**src/rtl/outport_pkg.sv**
```systemverilog
// Shared types and constants for the output-port peripheral.
// The OUTPORT_OVF_EN macro (see outport_unit) does not affect anything in this package.
package outport_pkg;

  localparam int DEFAULT_DEPTH = 4;
  localparam int DEFAULT_WIDTH = 32;

  typedef enum logic {
    IDLE = 1'b0,
    SEND = 1'b1
  } state_t;

  // Width needed to hold an occupancy from 0 to depth inclusive.
  function automatic int count_width(input int depth);
    return $clog2(depth + 1);
  endfunction

endpackage

```
**src/rtl/outport_fifo.sv**
```systemverilog
// Circular buffer with saturating occupancy counter used by outport_unit.
// Pushes into a full buffer are ignored unless a pop happens on the same edge.
module outport_fifo
  import outport_pkg::*;
#(
  parameter int DEPTH = DEFAULT_DEPTH,
  parameter int WIDTH = DEFAULT_WIDTH
) (
  input  logic                            Clock,
  input  logic                            Clear,
  input  logic                            push,
  input  logic [WIDTH-1:0]                push_data,
  input  logic                            pop,
  output logic [WIDTH-1:0]                head,
  output logic [count_width(DEPTH)-1:0]   count,
  output logic                            full,
  output logic                            empty
);

  localparam int CW = count_width(DEPTH);
  localparam int PW = $clog2(DEPTH);

  logic [WIDTH-1:0] mem [DEPTH];
  logic [PW-1:0]    wr_ptr;
  logic [PW-1:0]    rd_ptr;
  logic             do_push;
  logic             do_pop;

  assign full    = (count == CW'(DEPTH));
  assign empty   = (count == '0);
  assign do_pop  = pop & ~empty;
  assign do_push = push & (~full | do_pop);
  assign head    = mem[rd_ptr];

  always_ff @(posedge Clock) begin
    if (do_push)
      mem[wr_ptr] <= push_data;
  end

  // DEPTH is a power of two, so pointer overflow is the modulo wrap.
  always_ff @(posedge Clock or posedge Clear) begin
    if (Clear) begin
      wr_ptr <= '0;
      rd_ptr <= '0;
      count  <= '0;
    end else begin
      if (do_push)
        wr_ptr <= wr_ptr + 1'b1;
      if (do_pop)
        rd_ptr <= rd_ptr + 1'b1;
      if (do_push && !do_pop)
        count <= count + 1'b1;
      else if (do_pop && !do_push)
        count <= count - 1'b1;
    end
  end

endmodule

```
**src/rtl/outport_unit.sv**
```systemverilog
// Output-port peripheral: bus writes are buffered and streamed to a device over valid/ready.
// Define OUTPORT_OVF_EN to build the sticky overflow flag; otherwise ovf is tied low.
module outport_unit
  import outport_pkg::*;
#(
  parameter int DEPTH = DEFAULT_DEPTH,
  parameter int WIDTH = DEFAULT_WIDTH
) (
  input  logic                            Clock,
  input  logic                            Clear,
  input  logic                            OUTPORTin,
  input  logic [WIDTH-1:0]                BusMuxOut,
  output logic [WIDTH-1:0]                BusMuxInOutport,
  output logic [WIDTH-1:0]                port_data,
  output logic                            port_valid,
  input  logic                            port_ready,
  output logic                            full,
  output logic                            empty,
  output logic [count_width(DEPTH)-1:0]   count,
  output logic                            busy,
  output logic                            ovf
);

  state_t           state;
  logic             pop;
  logic             push;
  logic [WIDTH-1:0] head;

  // Pop uses the pre-edge empty flag, so a word just written is never bypassed.
  assign pop  = ~empty & ((state == IDLE) | port_ready);
  assign push = OUTPORTin & (~full | pop);
  assign busy = port_valid | ~empty;

  outport_fifo #(
    .DEPTH (DEPTH),
    .WIDTH (WIDTH)
  ) u_fifo (
    .Clock     (Clock),
    .Clear     (Clear),
    .push      (push),
    .push_data (BusMuxOut),
    .pop       (pop),
    .head      (head),
    .count     (count),
    .full      (full),
    .empty     (empty)
  );

  always_ff @(posedge Clock or posedge Clear) begin
    if (Clear) begin
      state      <= IDLE;
      port_valid <= 1'b0;
      port_data  <= '0;
    end else begin
      case (state)
        IDLE: begin
          if (pop) begin
            port_data  <= head;
            port_valid <= 1'b1;
            state      <= SEND;
          end
        end
        SEND: begin
          if (port_ready) begin
            if (pop) begin
              port_data <= head;
            end else begin
              port_valid <= 1'b0;
              state      <= IDLE;
            end
          end
        end
        default: begin
          port_valid <= 1'b0;
          state      <= IDLE;
        end
      endcase
    end
  end

  always_ff @(posedge Clock or posedge Clear) begin
    if (Clear)
      BusMuxInOutport <= '0;
    else if (OUTPORTin)
      BusMuxInOutport <= BusMuxOut;
  end

`ifdef OUTPORT_OVF_EN
  always_ff @(posedge Clock or posedge Clear) begin
    if (Clear)
      ovf <= 1'b0;
    else if (OUTPORTin && full && !pop)
      ovf <= 1'b1;
  end
`else
  assign ovf = 1'b0;
`endif

endmodule
```
**config.mk**
```make
export PLATFORM = sky130hd
export DESIGN_NAME = outport_unit
export DESIGN_NICKNAME = d
export VERILOG_FILES = /design/src/rtl/outport_pkg.sv /design/src/rtl/outport_fifo.sv /design/src/rtl/outport_unit.sv
export SDC_FILE = /design/constraint.sdc
export NUM_CORES = 1
export LEC_CHECK = 0
export ABC_AREA = 1
export CORE_MARGIN = 5
export CORE_UTILIZATION = 59
export CTS_CLUSTER_DIAMETER = 50
export DETAILED_ROUTE_END_ITERATION = 12
export GPL_TIMING_DRIVEN = 0
export PLACE_DENSITY = 0.84
export SYNTH_ARGS = -nofsm -noshare
export SYNTH_HDL_FRONTEND = slang
export SYNTH_SLANG_ARGS = --single-unit
```
**constraint.sdc**
```tcl
create_clock -name Clock -period 3.96 [get_ports Clock]
set_input_delay 0.792 -clock Clock [delete_from_list [all_inputs] [get_ports Clock]]
set_output_delay 0.792 -clock Clock [all_outputs]
set_load 0.005 [all_outputs]
```
# == Word-level counts from Yosys, hierarchy flattened ==
# Memories as Yosys holds them, arrays and structs flattened.
# Cells that the tools add are included.
# Widths: inputs -> output; s select.
# classes
muxes,14
eq_ne,4
bitwise,11
reduce_logical,7
addsub,4
# op_table
operator,count
$mux 32,2
$pmux 32 s2,1
$mux 1,7
$mux 3,2
$ne 2x2->1 const B,3
$add 2x1->2 const B,2
$and 1x1->1,4
$or 1x1->1,4
$pmux 1 s2,2
$add 3x1->3 const B,1
$eq 3x3->1 const B,1
$logic_not 3->1,1
$not 1->1,3
$reduce_and 3->1,1
$sub 3x1->3 const B,1
$logic_and 1x1->1,2
$logic_not 1->1,2
$reduce_bool 2->1,1
# word_totals
mem_bits_rw,128
n_memories,1
out_inout_bits,72
word_cells,48
register_bits,73
input_bits,36
# mem_list
memory,depth,word_bits,rd,rd_clocked_by_memory_dff,wr,line,text
u_fifo.mem,4,32,1,0,1,outport_fifo.sv:23,logic [WIDTH-1:0] mem [DEPTH];

# == Logic depth before layout (Yosys ltp) ==
# logic_depth
depth_word,10
ltp_mapped,12
ltp_nobuf,12

# == By module ==
# Synthesis repeated with hierarchy kept, for this count alone.
# hier_totals
cells_unflattened,694
hier_area_um2,7898.8
# by_module_without_submodules
mod,n_inst,seq_area_each_um2,cells_per_inst,area_per_inst_um2
outport_fifo,1,4018.9,405,5268.8
outport_unit,1,1651.6,289,2630.0

# == Worst setup path before layout ==
# No wires, ideal clock.
# synth_timing
kind,in2reg
start,input OUTPORTin
end,memory u_fifo.mem[0][0] (netlist name) (enable)
cell_stages,3
t_arrival_ps,2462
n_path_buf,1
required_time_ps,3539
path_slack_ps,1077
setup_time_ps,421
path_cell_list,buf_2 nand2_1 nor2_1
# synth_via
elab_chain_len,4
# synth_rtl
element,line,text
start: declaration,outport_unit.sv:11,"input logic OUTPORTin,"
$and 1x1->1,outport_unit.sv:31,assign push = OUTPORTin & (~full | pop);
$and 1x1->1,outport_fifo.sv:32,assign do_push = push & (~full | do_pop);
$mux 1,outport_fifo.sv:36,if (do_push)
$mux 1 (not written as such),outport_fifo.sv:37,mem[wr_ptr] <= push_data;
end: declaration,outport_fifo.sv:23,
# Every way passes these cells.

# == Worst setup path after layout ==
# layout_timing
start,register u_fifo.count[0]
end,output busy
# layout_via
elab_chain_len,3
# layout_rtl
element,line,text
start: declaration,outport_fifo.sv:15,"output logic [count_width(DEPTH)-1:0] count,"
start signal: assignment,outport_fifo.sv:52,count <= count + 1'b1;
start signal: assignment,outport_fifo.sv:54,count <= count - 1'b1;
$logic_not 3->1,outport_fifo.sv:30,assign empty = (count == '0);
$not 1->1,outport_unit.sv:32,assign busy = port_valid | ~empty;
$or 1x1->1,outport_unit.sv:32,
end: declaration,outport_unit.sv:20,"output logic busy,"
# Every way passes these cells.

==> flow_summary.toml <==
[run_status]
status = "finished clean"

[clock_tree]
cts_hold_buffers = 0
numCtsBuffers = 21
clk_path_buf_depth = 3
cts_root_buf = "clkbuf_16"
htreeDepth = 1
clk_latency_ns = 0.48
cts_tree = "done"
post_cts_buffers = 0
cts_sinks = 201
clk_pin_slew_ns = 0.06
cts_resized = 0

[yosys]
ys_ff_latch = 201
synthCells = 841
yosys.area.top_type_share_pct = 45.9
async_flop_share_pct = 36.3
syn_area_per_cell_um2 = 9.97
syn_nets = 883
synth_edf_count = 128
yosysUniqueCellTypes = 24
synth-seq-area-share_pct = 67.6
yosys_most_used_dff = "edfxtp_1"
synth_area_mm2 = 0.00838
synth_area_leaders = "edfxtp_1 (46%), dfrtp_1 (22%), nand2_1 (16%)"
synthTopCellsByCount = "nand2_1 (367), inv_1 (144), edfxtp_1 (128), dfrtp_1 (73), nand3_1 (68)"
ys_warn_count = 0
yosys.area.top_type = "edfxtp_1"
synth_most_common_cell = "nand2_1"

[floorplanning]
die_h_um = 129
num_rows = 43
die_w_um = 129
start_util_pct = 60.2
dieArea_mm2 = 0.0167
num_io_pins = 108
coreArea_mm2 = 0.0139

[worst_hold_path]
hold_path.class = "reg -> reg"
worstHoldPathCells = 2
min_from = "BusMuxInOutport[15]"
hold_path_end = "BusMuxInOutport[15]"

[global_route]
grt_max_degree = 53
antenna_found_initial = 0
grt_overflow = 0
grt_pass1_vias = 6130
grt_first_pass_wirelength_um = 30200
grt_usage_pct = 23.1

[timing]
worst_pin_slew_ns = 0.645
finalSetupViolCount = 0
drv_slew = 0
slew_headroom_pct = 57.0
fin_worst_hold_slack_ns = 0.467
clock_skew_ns = 0.00948
rsz0062_at_grt = "no"
fin_crit_ns = 2.71
max_freq_mhz = 369
hold_viol_final = 0
post-route-period-util_pct = 68.5

[setup_path]
reg2reg_to = "u_fifo.count[1]"
arrival_ns = 1.92
crit_slowest_cell = "dfrtp_1"
crit_path_end_kind = "primary output"
worst_setup_path_start_kind = "register"
crit_family = "simple AND/OR/NAND/NOR gates"
worst-path-buf-inv = 1
critPathMaxFanout = 5
critPathKind = "reg -> out"
r2r_setup_slack_ns = 1.70
r2r_cells = 9
required_ns = 3.17
cp_cell_sequence = "nor2_2 -> nand2_4 -> or2_1 -> clkdlybuf4s50_1"
rr_startpoint = "u_fifo.count[0]"
crit_path_max_incr_delay_ns = 0.45

[pwr]
fin_total_pwr_w = 0.00747
p_per_area_mw_per_mm2 = 710
ir_drop_mv = 0.409
p_leak_nw = 5.03

[detailed_routing]
via_count = 5914
antenna_left = 0
drt-total-wl_um = 19100
drc = 0
viasPerCell = 5.06
first_iter_violations = 474
avgRoutedWirePerCell_um = 16.3
drt-pass1-iter-count = 5

[placement]
dpl.hpwl_um = 12000
place_congestion = 0.794
io_buffers = 105

[cells_and_area]
final_layout_size_suffix_gt1_share_pct = 8.10
syn_to_final_growth_pct = 25.5
n_antenna_cell = 0
final_nets = 1016

[run]
cap_violations = 0
==> sequential cells by signal (all words and copies together) (netlist names) <==
register	count
port_valid	1
u_fifo.mem	128
state	1
port_data	32
u_fifo.count	3
u_fifo.wr_ptr	2
u_fifo.rd_ptr	2
BusMuxInOutport	32
==> power breakdown <==
| part | switching (W) | total (W) | internal, W |
|---|---|---|---|
| sequential | 0.000203 | 0.00295 | 0.00275 |
| combinational | 0.00148 | 0.00255 | 0.00107 |
| clock | 0.000771 | 0.00197 | 0.00120 |
| total | 0.00245 | 0.00747 | 0.00502 |
==> layer usage <==
layer / wire (um) / vias to the layer above / GRT usage [%]
met1: 7400 / 2815 / 28.1
met2: 10100 / 221 / 42.0
li1: - / 2838 / -
met4: 422 / 0 / 7.84
met3: 1170 / 40 / 3.96
met5: 0 / - / 0
==> logic make-up (layout without fill, tap and decap cells) <==
logic type,Yosys count,count (layout),share of synthesized area (%)
buf+inv,182,329,9.49
other cells,1,1,0.0447
flops,201,201,67.6
xor+xnor,4,4,0.418
simple gates,445,445,21.3
compound gates,2,2,0.119
fa+ha+maj,6,6,0.985
==> worst max-delay path by stage <==
stage                    startpoint  cells after the start           endpoint
finish              u_fifo.count[0]                      4               busy
global route        u_fifo.count[0]                      4               busy
detailed placement       port_ready                     11    u_fifo.count[2]
CTS                 u_fifo.count[0]                      4               busy
floorplan                 OUTPORTin                      3   u_fifo.mem[0][0]
global placement         port_ready                      5  u_fifo.mem[2][22]
==> cells in the final DEF (no fill, tap or decap), drive strengths merged <==
| cell type | count |
|---|---|
| nor3 | 1 |
| xnor2 | 2 |
| xor2 | 2 |
| nor2 | 6 |
| edfxtp | 128 |
| clkinvlp | 1 |
| conb | 1 |
| bufinv | 2 |
| buf | 38 |
| ha | 5 |
| fa | 1 |
| clkdlybuf4s50 | 105 |
| clkinv | 4 |
| nand3 | 68 |
| inv | 148 |
| clkbuf | 31 |
| nand2 | 369 |
| or2 | 1 |
| dfrtp | 73 |
| o21ai | 2 |
==> area by class of cell <==
| cell class | instances | area, um2 |
|---|---|---|
| Clock buffer | 29 | 607 |
| Inverter | 147 | 557 |
| Tap cell | 180 | 225 |
| Multi-Input combinational cell | 458 | 1950 |
| Clock inverter | 8 | 93.8 |
| Fill cell | 858 | 3410 |
| Buffer | 35 | 241 |
| Sequential cell | 201 | 5670 |
| Timing Repair Buffer | 110 | 1180 |
==> worst reg2reg max path: cells and delay by family, from the launching register on <==
family | cells | cell delay, ns
and+or+nand+nor | 5 | 0.91
buffers and inverters | 2 | 0.18
adders and majority gates | 2 | 0.62
DFF | 1 | 0.45
==> metrics by stage <==
step                      setup WS [ns]  area [um2]  utilization [%]  std cells  TNS, ns
after detailed placement           1.03        9820             70.5       1131        0
final                              1.25       10500             75.5       1168        0
after floorplan                    1.08        8380                -        841        0
after CTS                          1.22       10500             75.5       1168        0
after global routing               1.16       10500             75.5       1168        0
after global placement           -0.498        9660             69.3       1126   -57.91
No activity file was read; power rests on OpenSTA's default activity.
